## config.mk

```make
export PLATFORM = sky130hd
export DESIGN_NAME = dac_spi_seq
export DESIGN_NICKNAME = d
export VERILOG_FILES = /design/src/rtl/dac_spi_pkg.sv /design/src/rtl/dac_spi_shifter.sv /design/src/rtl/dac_spi_seq.sv
export SDC_FILE = /design/constraint.sdc
export NUM_CORES = 1
export LEC_CHECK = 0
export CORE_MARGIN = 1
export CORE_UTILIZATION = 55
export CTS_BUF_LIST = sky130_fd_sc_hd__clkbuf_4 sky130_fd_sc_hd__clkbuf_8
export DETAILED_ROUTE_END_ITERATION = 16
export DONT_BUFFER_PORTS = 1
export PLACE_DENSITY_LB_ADDON = 0.1
export SLEW_MARGIN = 40
export SYNTH_ARGS = -nofsm -noshare
export SYNTH_HDL_FRONTEND = slang
export SYNTH_SLANG_ARGS = --single-unit
```

## constraint.sdc

```tcl
create_clock -name clk -period 2.8 [get_ports clk]
set_clock_uncertainty 0.15 [all_clocks]
set_input_delay 0.28 -clock clk [delete_from_list [all_inputs] [get_ports clk]]
set_output_delay 0.28 -clock clk [all_outputs]
set_load 0.05 [all_outputs]
```

## src/rtl/dac_spi_pkg.sv

```systemverilog
// Shared sequencer state encoding and frame timing helpers for the DAC SPI sequencer.
package dac_spi_pkg;

   typedef enum logic [2:0] {
      ST_IDLE,
      ST_LOAD,
      ST_SHIFT,
      ST_GAP,
      ST_LDAC,
      ST_ACK
   } state_e;

   function automatic int gapLen(input int div);
      return 2 * div;
   endfunction

   function automatic int frameLen(input int cw, input int dw, input int div);
      return 1 + 2 * div * (cw + dw) + gapLen(div);
   endfunction

endpackage

```

## src/rtl/dac_spi_shifter.sv

```systemverilog
// Serialises one frame MSB first: SCK low for DIV cycles then high for DIV cycles per bit,
// with the data bit advancing only on the SCK falling transition.
module dac_spi_shifter #(
   parameter int FW  = 24,
   parameter int DIV = 1
) (
   input  logic          clk,
   input  logic          rst_n,
   input  logic          load_i,
   input  logic          shift_i,
   input  logic [FW-1:0] frame_i,
   output logic          sck_o,
   output logic          sdi_o,
   output logic          frameDone_o
);

   localparam int BW = (FW > 1) ? $clog2(FW) : 1;

   logic [FW-1:0] shreg_q, shreg_d;
   logic [7:0]    divCnt_q, divCnt_d;
   logic          sckHigh_q, sckHigh_d;
   logic [BW-1:0] bitCnt_q, bitCnt_d;
   logic          phaseEnd;

   assign phaseEnd    = (divCnt_q == 8'(DIV - 1));
   assign frameDone_o = shift_i && phaseEnd && sckHigh_q && (bitCnt_q == BW'(FW - 1));
   assign sck_o       = sckHigh_q;
   assign sdi_o       = shreg_q[FW-1];

   always_ff @(posedge clk or negedge rst_n) begin
      if (!rst_n) begin
         shreg_q   <= '0;
         divCnt_q  <= '0;
         sckHigh_q <= 1'b0;
         bitCnt_q  <= '0;
      end else begin
         shreg_q   <= shreg_d;
         divCnt_q  <= divCnt_d;
         sckHigh_q <= sckHigh_d;
         bitCnt_q  <= bitCnt_d;
      end
   end

   always_comb begin
      shreg_d   = shreg_q;
      divCnt_d  = divCnt_q;
      sckHigh_d = sckHigh_q;
      bitCnt_d  = bitCnt_q;
      if (load_i) begin
         shreg_d   = frame_i;
         divCnt_d  = '0;
         sckHigh_d = 1'b0;
         bitCnt_d  = '0;
      end else if (shift_i) begin
         if (phaseEnd) begin
            divCnt_d  = '0;
            sckHigh_d = ~sckHigh_q;
            // The end of a high phase is the falling edge: move on to the next bit.
            if (sckHigh_q) begin
               shreg_d  = {shreg_q[FW-2:0], 1'b0};
               bitCnt_d = bitCnt_q + BW'(1);
            end
         end else begin
            divCnt_d = divCnt_q + 8'd1;
         end
      end
   end

endmodule

```

## src/rtl/dac_spi_seq.sv

```systemverilog
// Multi-channel DAC SPI sequencer: snapshots the frame set, sends enabled frames in ascending order,
// optionally pulses LDAC (macro DAC_SPI_SEQ_LDAC_EN) and acknowledges with a start/done handshake.
module dac_spi_seq
   import dac_spi_pkg::*;
#(
   parameter int NCH = 8,
   parameter int CW  = 8,
   parameter int DW  = 16,
   parameter int DIV = 1
) (
   input  logic              clk,
   input  logic              rst_n,
   input  logic              start,
   input  logic [NCH-1:0]    ch_mask,
   input  logic [NCH*CW-1:0] dac_cmd,
   input  logic [NCH*DW-1:0] dac_data,
   output logic              busy,
   output logic              ready,
   output logic              done,
   output logic              dac_cs_n,
   output logic              dac_sck,
   output logic              dac_sdi,
   output logic              dac_ldac_n
);

   localparam int          FW       = CW + DW;
   localparam int          IW       = (NCH > 1) ? $clog2(NCH) : 1;
   localparam logic [15:0] GAP_LAST = 16'(gapLen(DIV) - 1);

`ifdef DAC_SPI_SEQ_LDAC_EN
   localparam state_e POST_ST = ST_LDAC;
`else
   localparam state_e POST_ST = ST_ACK;
`endif

   state_e            state_q, state_d;
   logic              pend_q, pend_d;
   logic [IW-1:0]     idx_q, idx_d;
   logic [15:0]       cnt_q, cnt_d;
   logic [NCH-1:0]    mask_q, mask_d;
   logic [NCH*CW-1:0] cmd_q, cmd_d;
   logic [NCH*DW-1:0] data_q, data_d;

   logic [IW-1:0] firstIdx, nextIdx;
   logic          firstFound, nextFound;
   logic [FW-1:0] curFrame;
   logic          shSck, shSdi, frameDone;

   assign curFrame = {cmd_q[idx_q*CW +: CW], data_q[idx_q*DW +: DW]};

   dac_spi_shifter #(
      .FW (FW),
      .DIV(DIV)
   ) u_shifter (
      .clk        (clk),
      .rst_n      (rst_n),
      .load_i     (state_q == ST_LOAD),
      .shift_i    (state_q == ST_SHIFT),
      .frame_i    (curFrame),
      .sck_o      (shSck),
      .sdi_o      (shSdi),
      .frameDone_o(frameDone)
   );

   // pend_q resets high so the power-on load runs without a start request.
   always_ff @(posedge clk or negedge rst_n) begin
      if (!rst_n) begin
         state_q <= ST_IDLE;
         pend_q  <= 1'b1;
         idx_q   <= '0;
         cnt_q   <= '0;
         mask_q  <= '0;
         cmd_q   <= '0;
         data_q  <= '0;
      end else begin
         state_q <= state_d;
         pend_q  <= pend_d;
         idx_q   <= idx_d;
         cnt_q   <= cnt_d;
         mask_q  <= mask_d;
         cmd_q   <= cmd_d;
         data_q  <= data_d;
      end
   end

   // Lowest enabled frame of the live mask (sequence entry) and next enabled frame above idx_q.
   always_comb begin
      firstIdx   = '0;
      firstFound = 1'b0;
      nextIdx    = '0;
      nextFound  = 1'b0;
      for (int i = NCH - 1; i >= 0; i--) begin
         if (ch_mask[i]) begin
            firstIdx   = IW'(i);
            firstFound = 1'b1;
         end
         if (mask_q[i] && (i > int'(idx_q))) begin
            nextIdx   = IW'(i);
            nextFound = 1'b1;
         end
      end
   end

   always_comb begin
      state_d = state_q;
      pend_d  = pend_q;
      idx_d   = idx_q;
      cnt_d   = cnt_q;
      mask_d  = mask_q;
      cmd_d   = cmd_q;
      data_d  = data_q;
      case (state_q)
         ST_IDLE: begin
            if (pend_q || start) begin
               pend_d = 1'b0;
               mask_d = ch_mask;
               cmd_d  = dac_cmd;
               data_d = dac_data;
               cnt_d  = '0;
               if (firstFound) begin
                  idx_d   = firstIdx;
                  state_d = ST_LOAD;
               end else begin
                  state_d = POST_ST;
               end
            end
         end
         ST_LOAD: state_d = ST_SHIFT;
         ST_SHIFT: begin
            if (frameDone) begin
               cnt_d   = '0;
               state_d = ST_GAP;
            end
         end
         ST_GAP: begin
            if (cnt_q == GAP_LAST) begin
               cnt_d = '0;
               if (nextFound) begin
                  idx_d   = nextIdx;
                  state_d = ST_LOAD;
               end else begin
                  state_d = POST_ST;
               end
            end else begin
               cnt_d = cnt_q + 16'd1;
            end
         end
         ST_LDAC: begin
            if (cnt_q == GAP_LAST) begin
               cnt_d   = '0;
               state_d = ST_ACK;
            end else begin
               cnt_d = cnt_q + 16'd1;
            end
         end
         ST_ACK: begin
            if (!start) state_d = ST_IDLE;
         end
         default: state_d = ST_IDLE;
      endcase
   end

   always_comb begin
      busy       = 1'b0;
      ready      = 1'b0;
      done       = 1'b0;
      dac_cs_n   = 1'b1;
      dac_sck    = 1'b0;
      dac_sdi    = 1'b0;
      dac_ldac_n = 1'b1;
      case (state_q)
         ST_IDLE: ready = ~pend_q;
         ST_LOAD: begin
            busy     = 1'b1;
            dac_cs_n = 1'b0;
            dac_sdi  = curFrame[FW-1];
         end
         ST_SHIFT: begin
            busy     = 1'b1;
            dac_cs_n = 1'b0;
            dac_sck  = shSck;
            dac_sdi  = shSdi;
         end
         ST_GAP: busy = 1'b1;
         ST_LDAC: begin
            busy = 1'b1;
`ifdef DAC_SPI_SEQ_LDAC_EN
            dac_ldac_n = 1'b0;
`endif
         end
         ST_ACK: done = start;
         default: ;
      endcase
   end

endmodule

```

==> run_results.csv <==
group,metric,value,unit
status,outcome,"finished with violations",
status,violations,"hold timing",
clock_tree,cts.path.max_buffers,3,
clock_tree,cts_buffers,44,
drt,post_drt_wl_per_cell,20.7,um
power,p_leak,0.00644,uW
drt,drt-total-wl,28.9,mm
placement,portBuffers,0,
clock_tree,worst_skew_pair.late_latency,0.54,ns
synthesis,ys_seq_area_share,54.1,%
drt,vias_per_cell,5.75,
drt,ant_nets,0,
synthesis,synthTopCellsByArea,"dfrtp_1 (54%), mux2_2 (19%), mux4_2 (9.0%)",
synthesis,syn_nets,1073,
worst_setup_path,timing_worst_setup_path_type,"reg -> out",
timing,tightestPinTransition,0.718,ns
synthesis,netlist_instances,865,
finish,nNetsFinal,1292,
power,ir_drop,0.000587,V
global_routing,first_global_vias,8940,
global_routing,grt_pass1_wl,47.3,mm
clock_tree,clk_pin_slew,0.06,ns
synthesis,ys_types,63,
drt,firstDrtPassIters,4,
global_routing,grt_max_degree,261,
drt,vias,8008,
floorplanning,rows,53,
worst_setup_path,start_kind,"register",
finish,final_util,72.1,%
placement,dp.cells,1111,
global_routing,grt_antenna_before_repair,2,
placement,gp_congestion,0.825,
min_path,hold_path.class,"in -> async",
timing,slew_headroom,51.8,%
timing,min_period,2.61,ns
synthesis,yosys-top-cells-count,"dfrtp_1 (259), mux2_2 (200), mux4_2 (48)",
timing,hold_viol,260,
floorplanning,core-area,21200,um^2
drt,first_iter_violations,379,
floorplanning,die_h,150,um
clock_tree,htree_num_levels,2,
timing,post-route-period-util,93.1,%
timing,finalSetupTns,0,ns
timing,rsz0062_at_grt,"no",
drt,drcViolationCount,0,
synthesis,yosysMostFrequentCell,"dfrtp_1",
worst_setup_path,critPathArrivalTime,2.18,ns
synthesis,async_flop_share,100,%
power,seqPwrFrac,39.5,%
worst_setup_path,crit_fanout,27,
worst_setup_path,cp-end-kind,"primary output",
synthesis,syn_area,12000,um^2
clock_tree,cts_sinks,260,
global_routing,grt_use_total,27.2,%
run,maxCapViolCount,0,
synthesis,yosysWarnings,0,
floorplanning,die-area,22500,um^2
power,swShare,32.9,%
timing,fmax,383,MHz
synthesis,synth.largest_area_cell,"dfrtp_1",
finish,regArea,6510,um^2
synthesis,synth-main-ff-cell,"dfrtp_1",
timing,finalSetupViolations,0,
finish,multi_input_area,5220,um^2
power,power.density,1090,nW/um^2
finish,stdcell_count,1393,
synthesis,synth.avg_cell_area,13.9,um^2
timing,timing.final.ws_setup,0.192,ns
floorplanning,die_w,150,um
timing,hold_ws,-0.717,ns
power,p_comb_share,39.3,%
synthesis,ys_seq_elements,260,
timing,slew_viol_final,0,
floorplanning,boundaryPins,210,
placement,hpwlAfterDp,18.3,mm
worst_setup_path,cp.required,2.37,ns
finish,area_growth,27.2,%
power,p_int,11200,uW
clock_tree,cts-root-buf,"clkbuf_8",
finish,drive_gt1_share,32.6,%
synthesis,synth_edf_count,0,
floorplanning,start_util,56.6,%
synthesis,synth_top_area_share,53.9,%
placement,dp_slack,0.277,ns
power,power.clock.fraction,21.2,%
power,power_switching,5470,uW
clock_tree,cts_tree,"yes",
finish,fillCellCount,1404,
global_routing,overflow,0,
clock_tree,holdBufCountCts,201,
-- state kept, by name (all words and copies together), names as in the netlist --
register / count
data_q: 128
cmd_q: 64
cnt_q: 16
u_shifter.divCnt_q: 8
u_shifter.shreg_q: 24
state_q: 3
mask_q: 7
u_shifter.bitCnt_q: 5
idx_q: 3
u_shifter.sck_o: 1
pend_q: 1
-- worst paths after layout --
check,from,endpoint,slack (ns),cells past startpoint
min reg2reg,data_q[41],data_q[41],0.35,1
max reg2reg,u_shifter.divCnt_q[0],u_shifter.bitCnt_q[3],0.24,8
min in group clk,ch_mask[0],idx_q[0],0.03,5
max in group asynchronous,rst_n,idx_q[0],2.65,0
max,state_q[0],dac_sdi,0.19,4
min,rst_n,state_q[0],-0.72,0
-- power groups by stage --
stage          combinational (uW)  sequential [uW]  clock (uW)
6_report                     6540             6570        3520
5_1_grt                      7090             6780        3760
4_1_cts                      6550             6520        3600
3_5_place_dp                 6230             6620           0
3_3_place_gp                 6020             6450           0
2_1_floorplan                5110             6120           0
-- through the flow --
| step | power [uW] | instance area (um^2) |
|---|---|---|
| finish | 16600 | 15300 |
| floorplan | 11200 | 12000 |
| global placement | 12500 | 12300 |
| CTS | 16700 | 15300 |
| global route | 17600 | 15300 |
| detailed placement | 12900 | 12300 |
-- critical path: stages (launching register included) --
cell and delay, ns:
dfrtp_2 0.49, or3b_2 0.49, buf_4 0.23, o21ai_1 0.20, buf_4 0.23
-- cells in the final DEF (no fill, tap or decap), types with 20 or more instances in the layout --
cell	synthesis	routed
clkbuf_8	0	55
mux2i_1	28	28
a22oi_1	21	21
o21ai_0	38	37
mux2_2	200	200
nand2_1	33	33
dfrtp_1	259	256
buf_4	3	20
mux4_2	48	48
nor2_1	31	29
clkbuf_4	0	20
dlygate4sd3_1	0	201
-- cell type report --
type / instances / area share, %
sequential: 260 / 42.6
clock buffer: 75 / 5.93
clock inverter: 3 / 0.123
tap: 275 / 2.25
antenna: 2 / 0.0327
timing repair buffer: 224 / 14.5
multi-input combinational: 537 / 34.1
inverter: 17 / 0.417
-- metal layers --
metal  up-vias  GRT usage [%]  part of all wire (%)
met3        52           5.91                   5.8
met2       255           43.8                    49
li1       3669              -                     -
met5         -              0                     0
met1      4032           37.2                    43
met4         0           7.93                   1.9
-- cells by family after synthesis --
| kind of cell | count (synthesis) | synth area share (%) |
|---|---|---|
| buffers and inverters | 68 | 2.63 |
| and+or+nand+nor | 130 | 5.76 |
| DFF | 260 | 54.1 |
| xor gates and xnor gates | 12 | 0.874 |
| muxes | 276 | 30.1 |
| adders and majority gates | 5 | 0.520 |
| AOI/OAI and AO/OA | 113 | 5.99 |
| other | 1 | 0.0312 |
-- what timing repair did --
item,in CTS,in global routing
buffers inserted,1,0
resized for setup,0,1
pin swaps,0,0
setup endpoints to repair,1,1
hold endpoints to repair,463,260
(Power assumes the default switching activity.)
